File: src/rtl/snake_movement_controller_if.sv
// Control bundle from the game logic into the snake movement controller.
// The game logic drives it (master) and the controller samples it (slave).
interface snake_movement_controller_if #(
  parameter int COORD_WIDTH  = 10,
  parameter int LENGTH_WIDTH = 6
);
  logic                    start;
  logic                    move_tick;
  logic                    dir_valid;
  logic [1:0]              dir_in;
  logic                    grow;
  logic                    respawn_valid;
  logic [COORD_WIDTH-1:0]  respawn_x;
  logic [COORD_WIDTH-1:0]  respawn_y;
  logic [LENGTH_WIDTH-1:0] respawn_length;
  logic [2:0]              lives_in;

  modport master (
    output start, move_tick, dir_valid, dir_in, grow,
           respawn_valid, respawn_x, respawn_y, respawn_length, lives_in
  );

  modport slave (
    input  start, move_tick, dir_valid, dir_in, grow,
           respawn_valid, respawn_x, respawn_y, respawn_length, lives_in
  );
endinterface

File: src/rtl/snake_movement_controller.sv
// Snake movement controller: game FSM, direction staging, body shift
// register, growth and respawn handling. Coordinates wrap modulo
// 2^COORD_WIDTH; bounds checking is left to the collision stage.
module snake_movement_controller #(
  parameter int COORD_WIDTH  = 10,
  parameter int MAX_LENGTH   = 63,
  parameter int LENGTH_WIDTH = 6,
  parameter int START_X      = 32,
  parameter int START_Y      = 24
) (
  input  logic                                   clk,
  input  logic                                   reset,
  snake_movement_controller_if.slave             ctrl,
  output logic [COORD_WIDTH-1:0]                 head_x,
  output logic [COORD_WIDTH-1:0]                 head_y,
  output logic [(MAX_LENGTH+1)*COORD_WIDTH-1:0]  body_x,
  output logic [(MAX_LENGTH+1)*COORD_WIDTH-1:0]  body_y,
  output logic [LENGTH_WIDTH-1:0]                snake_length,
  output logic                                   moved,
  output logic [1:0]                             state
);

  typedef enum logic [1:0] {
    IDLE      = 2'b00,
    RUN       = 2'b01,
    GAME_OVER = 2'b10
  } state_t;

  localparam logic [1:0] DIR_UP    = 2'b00;
  localparam logic [1:0] DIR_DOWN  = 2'b01;
  localparam logic [1:0] DIR_LEFT  = 2'b10;
  localparam logic [1:0] DIR_RIGHT = 2'b11;

  localparam logic [COORD_WIDTH-1:0]  SPAWN_X = COORD_WIDTH'(START_X);
  localparam logic [COORD_WIDTH-1:0]  SPAWN_Y = COORD_WIDTH'(START_Y);
  localparam logic [LENGTH_WIDTH-1:0] LEN_MAX = LENGTH_WIDTH'(MAX_LENGTH);
  localparam logic [LENGTH_WIDTH-1:0] LEN_ONE = LENGTH_WIDTH'(1);

  state_t                 state_q, state_d;
  logic                   armed;
  logic                   running;
  logic [1:0]             dir, pending_dir;
  logic                   grow_pending;
  logic [COORD_WIDTH-1:0] seg_x [0:MAX_LENGTH];
  logic [COORD_WIDTH-1:0] seg_y [0:MAX_LENGTH];
  logic [COORD_WIDTH-1:0] next_x, next_y;
  logic                   do_step, do_respawn, dir_accept;

  // Same axis, opposite sense.
  function automatic logic is_reverse(input logic [1:0] req, input logic [1:0] cur);
    return (req[1] == cur[1]) && (req[0] != cur[0]);
  endfunction

  // Cleared by reset and set on the first edge after release, so that edge
  // makes no update and a step in flight at reset is fully discarded.
  // NOTE: sequential state uses non-blocking (<=) so every flop samples pre-edge values.
  always_ff @(posedge clk or negedge reset) begin
    if (!reset) armed <= 1'b0;
    else        armed <= 1'b1;
  end

  // FSM state register.
  always_ff @(posedge clk or negedge reset) begin
    if (!reset)     state_q <= IDLE;
    else if (armed) state_q <= state_d;
  end

  // FSM next-state logic.
  // NOTE: default assignment first keeps combinational blocks latch-free.
  always_comb begin
    state_d = state_q;
    case (state_q)
      IDLE:      if (ctrl.start)            state_d = RUN;
      RUN:       if (ctrl.lives_in == 3'd0) state_d = GAME_OVER;
      GAME_OVER: if (ctrl.start)            state_d = IDLE;
      default:                              state_d = IDLE;
    endcase
  end

  // FSM outputs: state code and the play-enable that gates the datapath.
  always_comb begin
    state   = state_q;
    running = armed && (state_q == RUN);
  end

  // Step/respawn qualification; respawn wins over a coincident tick and grow.
  // A request is also refused if it reverses the already-accepted pending
  // direction, so a burst like up-then-down cannot turn the head back onto
  // the neck before the tick commits it.
  always_comb begin
    do_respawn = running && ctrl.respawn_valid;
    do_step    = running && ctrl.move_tick && !ctrl.respawn_valid;
    dir_accept = ctrl.dir_valid
              && !is_reverse(ctrl.dir_in, dir)
              && !is_reverse(ctrl.dir_in, pending_dir);
  end

  // Next head position one unit along the pending direction (wrapping).
  always_comb begin
    next_x = seg_x[0];
    next_y = seg_y[0];
    case (pending_dir)
      DIR_UP:    next_y = seg_y[0] - COORD_WIDTH'(1);
      DIR_DOWN:  next_y = seg_y[0] + COORD_WIDTH'(1);
      DIR_LEFT:  next_x = seg_x[0] - COORD_WIDTH'(1);
      DIR_RIGHT: next_x = seg_x[0] + COORD_WIDTH'(1);
      default:   ;
    endcase
  end

  // Movement datapath: body shift, growth, direction staging, respawn.
  // NOTE: the segment array is reset on purpose; every segment must read as the spawn point.
  always_ff @(posedge clk or negedge reset) begin
    if (!reset) begin
      for (int i = 0; i <= MAX_LENGTH; i++) begin
        seg_x[i] <= SPAWN_X;
        seg_y[i] <= SPAWN_Y;
      end
      snake_length <= LEN_ONE;
      dir          <= DIR_RIGHT;
      pending_dir  <= DIR_RIGHT;
      grow_pending <= 1'b0;
      moved        <= 1'b0;
    end else begin
      moved <= do_step || do_respawn;
      if (do_respawn) begin
        for (int i = 0; i <= MAX_LENGTH; i++) begin
          seg_x[i] <= ctrl.respawn_x;
          seg_y[i] <= ctrl.respawn_y;
        end
        snake_length <= (ctrl.respawn_length == '0) ? LEN_ONE : ctrl.respawn_length;
        dir          <= DIR_RIGHT;
        pending_dir  <= DIR_RIGHT;
        grow_pending <= 1'b0;
      end else if (running) begin
        if (do_step) begin
          dir <= pending_dir;
          for (int i = 1; i <= MAX_LENGTH; i++) begin
            seg_x[i] <= seg_x[i-1];
            seg_y[i] <= seg_y[i-1];
          end
          seg_x[0] <= next_x;
          seg_y[0] <= next_y;
          if ((grow_pending || ctrl.grow) && (snake_length != LEN_MAX))
            snake_length <= snake_length + LEN_ONE;
          grow_pending <= 1'b0;
        end else if (ctrl.grow) begin
          grow_pending <= 1'b1;
        end
        if (dir_accept) pending_dir <= ctrl.dir_in;
      end
    end
  end

  // Flatten the segment array onto the body buses.
  always_comb begin
    head_x = seg_x[0];
    head_y = seg_y[0];
    body_x = '0;
    body_y = '0;
    for (int i = 0; i <= MAX_LENGTH; i++) begin
      body_x[COORD_WIDTH*i +: COORD_WIDTH] = seg_x[i];
      body_y[COORD_WIDTH*i +: COORD_WIDTH] = seg_y[i];
    end
  end

endmodule

File: src/flat_wrapper.sv
// flat-port wrapper written by rule: the top's interface ports become plain ports
module snake_movement_controller_flat 
#(
  parameter int COORD_WIDTH  = 10,
  parameter int MAX_LENGTH   = 63,
  parameter int LENGTH_WIDTH = 6,
  parameter int START_X      = 32,
  parameter int START_Y      = 24
)
  (clk, reset, head_x, head_y, body_x, body_y, snake_length, moved, state, ctrl_start, ctrl_move_tick, ctrl_dir_valid, ctrl_dir_in, ctrl_grow, ctrl_respawn_valid, ctrl_respawn_x, ctrl_respawn_y, ctrl_respawn_length, ctrl_lives_in);
  snake_movement_controller_if #(.COORD_WIDTH(COORD_WIDTH), .LENGTH_WIDTH(LENGTH_WIDTH)) ctrl_i ();
  input  logic clk;
  input  logic reset;
  output logic [COORD_WIDTH-1:0] head_x;
  output logic [COORD_WIDTH-1:0] head_y;
  output logic [(MAX_LENGTH+1)*COORD_WIDTH-1:0] body_x;
  output logic [(MAX_LENGTH+1)*COORD_WIDTH-1:0] body_y;
  output logic [LENGTH_WIDTH-1:0] snake_length;
  output logic moved;
  output logic [1:0] state;
  input wire logic [$bits(ctrl_i.start)-1:0] ctrl_start;
  input wire logic [$bits(ctrl_i.move_tick)-1:0] ctrl_move_tick;
  input wire logic [$bits(ctrl_i.dir_valid)-1:0] ctrl_dir_valid;
  input wire logic [$bits(ctrl_i.dir_in)-1:0] ctrl_dir_in;
  input wire logic [$bits(ctrl_i.grow)-1:0] ctrl_grow;
  input wire logic [$bits(ctrl_i.respawn_valid)-1:0] ctrl_respawn_valid;
  input wire logic [$bits(ctrl_i.respawn_x)-1:0] ctrl_respawn_x;
  input wire logic [$bits(ctrl_i.respawn_y)-1:0] ctrl_respawn_y;
  input wire logic [$bits(ctrl_i.respawn_length)-1:0] ctrl_respawn_length;
  input wire logic [$bits(ctrl_i.lives_in)-1:0] ctrl_lives_in;
  assign ctrl_i.start = ctrl_start;
  assign ctrl_i.move_tick = ctrl_move_tick;
  assign ctrl_i.dir_valid = ctrl_dir_valid;
  assign ctrl_i.dir_in = ctrl_dir_in;
  assign ctrl_i.grow = ctrl_grow;
  assign ctrl_i.respawn_valid = ctrl_respawn_valid;
  assign ctrl_i.respawn_x = ctrl_respawn_x;
  assign ctrl_i.respawn_y = ctrl_respawn_y;
  assign ctrl_i.respawn_length = ctrl_respawn_length;
  assign ctrl_i.lives_in = ctrl_lives_in;
  snake_movement_controller #(.COORD_WIDTH(COORD_WIDTH), .MAX_LENGTH(MAX_LENGTH), .LENGTH_WIDTH(LENGTH_WIDTH), .START_X(START_X), .START_Y(START_Y)) u_core (.clk(clk), .reset(reset), .ctrl(ctrl_i), .head_x(head_x), .head_y(head_y), .body_x(body_x), .body_y(body_y), .snake_length(snake_length), .moved(moved), .state(state));
endmodule
File: config.mk
export PLATFORM = sky130hd
export DESIGN_NAME = snake_movement_controller_flat
export DESIGN_NICKNAME = d
export VERILOG_FILES = /design/src/rtl/snake_movement_controller_if.sv /design/src/rtl/snake_movement_controller.sv /design/src/flat_wrapper.sv
export SDC_FILE = /design/constraint.sdc
export NUM_CORES = 2
export LEC_CHECK = 0
export BUFFER_PORTS_ARGS = -buffer_cell sky130_fd_sc_hd__buf_2
export CAP_MARGIN = 20
export CORE_AREA = 5 5 515 517
export CTS_CLUSTER_DIAMETER = 120
export CTS_CLUSTER_SIZE = 8
export DETAILED_ROUTE_END_ITERATION = 6
export DIE_AREA = 0 0 520 522
export PLACE_DENSITY_LB_ADDON = 0.15
export SETUP_SLACK_MARGIN = 0.1
export SYNTH_ARGS = -nofsm -noshare
export SYNTH_HDL_FRONTEND = slang
export SYNTH_SLANG_ARGS = --single-unit
File: constraint.sdc
create_clock -name clk -period 3 [get_ports clk]
set_input_delay 0.3 -clock clk [delete_from_list [all_inputs] [get_ports clk]]
set_output_delay 0.3 -clock clk [all_outputs]
set_load 0.05 [all_outputs]
# --- Word-level counts from Yosys, hierarchy flattened ---
# Index checks and enable logic that the tools add are counted.
# Widths: inputs -> output; s select.
totals:
  register_bits: 1295
  input_bits: 38
  word_cells: 212
classes:
  addsub: 5
  n_eq_ne: 13
  n_mux: 27
  reduce_logical: 32
op_table:
  columns: ["operator", "count"]
  rows:
  - ["$mux 640", 6]
  - ["$pmux 10 s2", 2]
  - ["$mux 6", 5]
  - ["$add 10x1->10 const B", 2]
  - ["$sub 10x1->10 const B", 2]
  - ["$mux 2", 9]
  - ["$logic_and 1x1->1", 9]
  - ["$reduce_and 3->1", 3]
  - ["$reduce_bool 3->1", 3]
  - ["$reduce_bool 2->1", 4]
  - ["$add 6x1->6 const B", 1]
  - ["$eq 2x2->1 const B", 3]
  - ["$logic_not 6->1", 1]
  - ["$ne 6x6->1 const B", 1]
  - ["$pmux 2 s3", 1]
  - ["$reduce_and 2->1", 3]
  - ["$eq 2x1->1 const B", 2]
  - ["$logic_not 2->1", 2]
  - ["$mux 1", 4]
  - ["$ne 2x2->1 const B", 2]
  - ["$reduce_and 4->1", 1]
  - ["$logic_not 1->1", 3]
  - ["$logic_not 3->1", 1]
  - ["$eq 1x1->1", 2]
  - ["other kinds (3)", 5]

# --- Depth between registers and ports, before layout ---
depth:
  word_depth: 8
  ltp_mapped: 9

# --- Worst setup path after synthesis ---
# Ideal clock, no wire load.
synth_path:
  path_kind: "reg-to-reg"
  from: "reg u_core.pending_dir[1]"
  to: "reg u_core.seg_x, in the netlist u_core.head_x[9]"
  setup_ps: 139
  arrival_ps: 2696
  required_ps: 2861
  setup_slack_ps: 166
  path_stages_with_launch: 8
  period_less_slack_ps: 2834
  cell_sequence: "dfstp_2 > nand2_1 > ha_1 > and2_4 > a221o_1 > or3_1 > and4b_1 > or4_1"
synth_via:
  elab_chain_cells: 5
  word_cells_on_any_way: 8
  cone_classes: "2 x eq/ne; 4 x mux; 2 x reduce/logical"
synth_lines:
  columns: ["element", "line_no", "source"]
  rows:
  - ["start: declaration", "snake_movement_controller.sv:42", "logic [1:0] dir, pending_dir;"]
  - ["start signal: assignment", "snake_movement_controller.sv:150", "if (dir_accept) pending_dir <= ctrl.dir_in;"]
  - ["$eq 2x2->1", "snake_movement_controller.sv:102", "case (pending_dir)"]
  - ["$pmux 10 s2", "snake_movement_controller.sv:102", null]
  - ["$mux 640", "snake_movement_controller.sv:136", "if (do_step) begin"]
  - ["$mux 640", "snake_movement_controller.sv:135", "end else if (running) begin"]
  - ["$mux 640", "snake_movement_controller.sv:126", "if (do_respawn) begin"]
  - ["end signal: indexed assignment", "snake_movement_controller.sv:128", "seg_x[i] <= ctrl.respawn_x;"]
  - ["end signal: indexed assignment", "snake_movement_controller.sv:139", "seg_x[i] <= seg_x[i-1];"]
  - ["end: declaration", "snake_movement_controller.sv:44", "logic [COORD_WIDTH-1:0] seg_x [0:MAX_LENGTH];"]
# Several ways; a longest one is shown, not always the timed one. The select of a mux whose other input is x is not followed.
# A chain may end at the register's enable or synchronous reset.

# --- Worst setup path after layout ---
# Same ends and word-level chain as after synthesis.

==> summary.md <==
| Metric | Value |
|---|---|
| Initial Util | 0.2080 |
| Port Buffer Count | 1346 |
| Number of flops mapped to enable cells by yosys | 0 |
| Ys Warns | 0 |
| Die Span X | 520 um |
| Mux cell area share after synthesis | 0.0005538 |
| GRT Total Usage | 0.1902 |
| Slew Viols, Final | 0 |
| M3 GR Usage | 0.06675 |
| Tightest Hold Check Type | in -> async |
| I/O pins | 1347 |
| CP startpoint kind | flip-flop |
| Netlist cell types | 54 |
| Antenna-violating nets left | 0 |
| Gr ovfl total | 0 |
| Worst r2r path cells | 7 |
| Non-filler instance count after layout | about 11000 |
| Post-route minimum period | approximately 2.9 ns |
| Area contributors post-synth | dfrtp_1, o21ai_0, a21oi_1 |
| Synthesized flop and latch total | between 1000 and 1500 |
| CP endpoint kind | flip-flop |
| Number of CTS-inserted buffers | 182 |
| Clock buffer depth | 3 |
| DRC Markers | 0 |
| Gpl congestion | 0.8504 |
| Max Fclk | between 300 and 400 MHz |
| GRT busiest layer | met2 |
| Synth Area in Adders | 0.004661 |
| Largest net degree at the start of global routing | 168 |
| Worst skew pair latency | ~0.83 ns |
| Synth Net Count | 5990 |
| M1 GR Usage | 0.2267 |
| Worst path required time | 3.69 ns |
| Final setup violation count | 0 |
| Mapped Area | about 54000 um^2 |
| Sequential area share after synthesis | 0.6022 |
| Post-synth ARST share | 1.000 |
| Syn Inst Count | between 5000 and 6000 |
| RSZ-0062 raised after global routing | yes |
| Placed cell count | 10356 |
| GRT met2 Usage | 0.3279 |
| Sum of negative setup slack | 0 ns |
| Simple-Gate Fraction of Synth Area | 0.1003 |
| Final Util | 0.2746 |
| Row cnt | roughly 190 |
| Skew final | 0.04619 ns |
| Core area | 260600 um^2 |
| Vias/cell | between 4 and 5 |
| H-tree depth | 4 |
| Synth Area per Inst | 9.139 um^2 |
| CP Data Arrival Time | 3.54 ns |
| Worst-Margin Slew | about 0.83 ns |
| Status | finished, final reports clean |
| Clk Tree Root Cell | clkbuf_16 |
| Final hold slack | 0.05929 ns |
| Postcts setup bufs | 0 |
| Layout net count | 7206 |
| Final HPWL DP | between 200000 and 250000 um |
| TritonCTS clock tree | built |
| Die ar. | 271400 um^2 |
| Total number of vias | 48459 |
| Clock Sinks | approximately 1300 |
| Pre-antenna DRT Iters | 5 |
| Leading area contributor after synthesis | dfrtp_1 |
| Vias in the first global route | 48188 |
| Initial antenna violation count | 5 |
| Routed wire length | 268300 um |
| DR WL/cell | 25.02 um |
| Initial DRC count | 3282 |
| Synth top area share | 0.5067 |
| Crit Path Category | reg -> reg |
| Slew headroom | 0.4398 |
| XOR/XNOR Fraction of Synth Area | 0.001777 |
| Prevailing post-synth register cell | dfrtp_1 |
| Max-Cap Viols | 0 |
| First-pass GRT wire length | 379500 um |
| Share of layout cells above drive strength 1 | 0.2768 |
| Clock transition at path regs | 0.06 ns |
| Layout area overhead | 31.99% |
| Post-synthesis compound-gate area fraction | 0.2429 |
| Die height | 522 um |
| Largest family of logic cells by synthesized area | compound AO/OA/AOI/OAI gates |
| Worst-path maximum fanout | 6 |
| Final Hold Viols | 0 |
| Final worst-path cycle share | 0.9508 |
==> cells in the mapped netlist (2+ instances only) <==
| master | number |
|---|---|
| a211oi_1 | 5 |
| a21o_1 | 5 |
| a21oi_1 | 1287 |
| a31oi_1 | 8 |
| and2_1 | 3 |
| and3_1 | 23 |
| and4_1 | 3 |
| buf_1 | 40 |
| buf_2 | 195 |
| buf_4 | 21 |
| clkbuf_1 | 336 |
| dfrtp_1 | 1098 |
| dfstp_2 | 197 |
| fa_1 | 2 |
| ha_1 | 17 |
| inv_1 | 8 |
| mux2i_1 | 3 |
| nand2_1 | 1287 |
| nand2b_1 | 6 |
| nand3_1 | 5 |
| nand4_1 | 3 |
| nor2_1 | 21 |
| nor2b_1 | 4 |
| nor3_1 | 12 |
| nor3b_1 | 2 |
| o21ai_0 | 1295 |
| o21bai_1 | 2 |
| o22a_1 | 2 |
| o31a_1 | 2 |
| or3_1 | 4 |
| or4_1 | 5 |
| xnor2_1 | 6 |
| xor2_1 | 5 |
==> layout make-up <==
type,instances,area (um^2)
diodes,3,7.507
clock buffers,321,5117
clock inverters,16,340.3
fillers,28143,189100
inverters,8,30.03
multi-input cells,4038,19120
flip-flops and latches,1295,32650
well taps,3420,4279
repair buffers,1624,10020
==> what timing repair did <==
action	in CTS	in global routing
hold buffers	29	0
hold endpoints to repair	492	0
endpoints found under the setup margin	0	3
resized for setup	0	2
==> flip-flops by register name (all words and copies together), names as in the netlist <==
| name | count |
|---|---|
| u_core.dir | 2 |
| u_core.snake_length | 6 |
| u_core.head_y | 10 |
| u_core.moved | 1 |
| u_core.state | 2 |
| u_core.pending_dir | 2 |
| u_core.head_x | 10 |
| u_core.body_x | 630 |
| u_core.armed | 1 |
| u_core.grow_pending | 1 |
| u_core.body_y | 630 |
==> per-layer routing <==
metal / part of all wire / routed length [um]
met5: 0 / 0
met4: 0.022 / 5857
met3: 0.083 / 22390
met2: 0.49 / 132100
met1: 0.40 / 107900
==> placed cells by master, fill, tap and decap left out, types with 5 or more instances in the layout <==
| cell type | count |
|---|---|
| ha_1 | 17 |
| xor2_1 | 5 |
| a21o_1 | 5 |
| buf_2 | 1345 |
| clkbuf_1 | 136 |
| nand3_1 | 5 |
| nor2_1 | 21 |
| clkinv_16 | 8 |
| dfstp_2 | 197 |
| clkbuf_16 | 183 |
| nand2_1 | 1287 |
| a21oi_1 | 1287 |
| nand2b_1 | 6 |
| buf_12 | 90 |
| buf_4 | 160 |
| and3_4 | 19 |
| xnor2_1 | 6 |
| dlygate4sd3_1 | 29 |
| a211oi_1 | 5 |
| dfrtp_1 | 1098 |
| inv_1 | 8 |
| nor3_1 | 11 |
| or4_1 | 5 |
| a31oi_1 | 8 |
| o21ai_0 | 1294 |
==> final timing paths <==
path | start | endpoint | slack [ns]
worst max-delay path | u_core.pending_dir[1] | u_core.head_x[9] | 0.15
worst min-delay path | reset | u_core.body_x[287] | 0.06
worst max register to register | u_core.pending_dir[1] | u_core.head_x[9] | 0.15
worst min register to register | u_core.body_y[634] | u_core.body_y[634] | 0.47
max in group asynchronous | reset | u_core.body_x[243] | 1.72
min in group clk | ctrl_respawn_y[7] | u_core.body_y[577] | 0.12
==> kinds of logic after synthesis <==
kind of cell    count (synthesis)
fa+ha+maj                      19
flops                        1295
simple gates                 1389
buf+inv                       600
xor+xnor                       11
compound gates               2615
other cells                     1
mux                             3
==> stage by stage <==
step	setup slack, ns	area (um^2)
4_1_cts	0.1744	71560
3_5_place_dp	0.1765	65810
3_3_place_gp	0.1692	65810
5_1_grt	0.06616	71570
2_1_floorplan	0.1656	54220
6_report	0.1477	71570
==> worst max-delay path: stages (launching register included) <==
cell	delay [ns]
dfstp_2	0.58
nand2_1	0.14
ha_1	0.37
and2_4	0.19
a221o_1	0.39
or3_1	0.41
and4b_1	0.19
or4_1	0.46
Power is left out: the tool's default activity adds up to more than one toggle a clock period on the data nets, which glitch-free logic cannot reach.
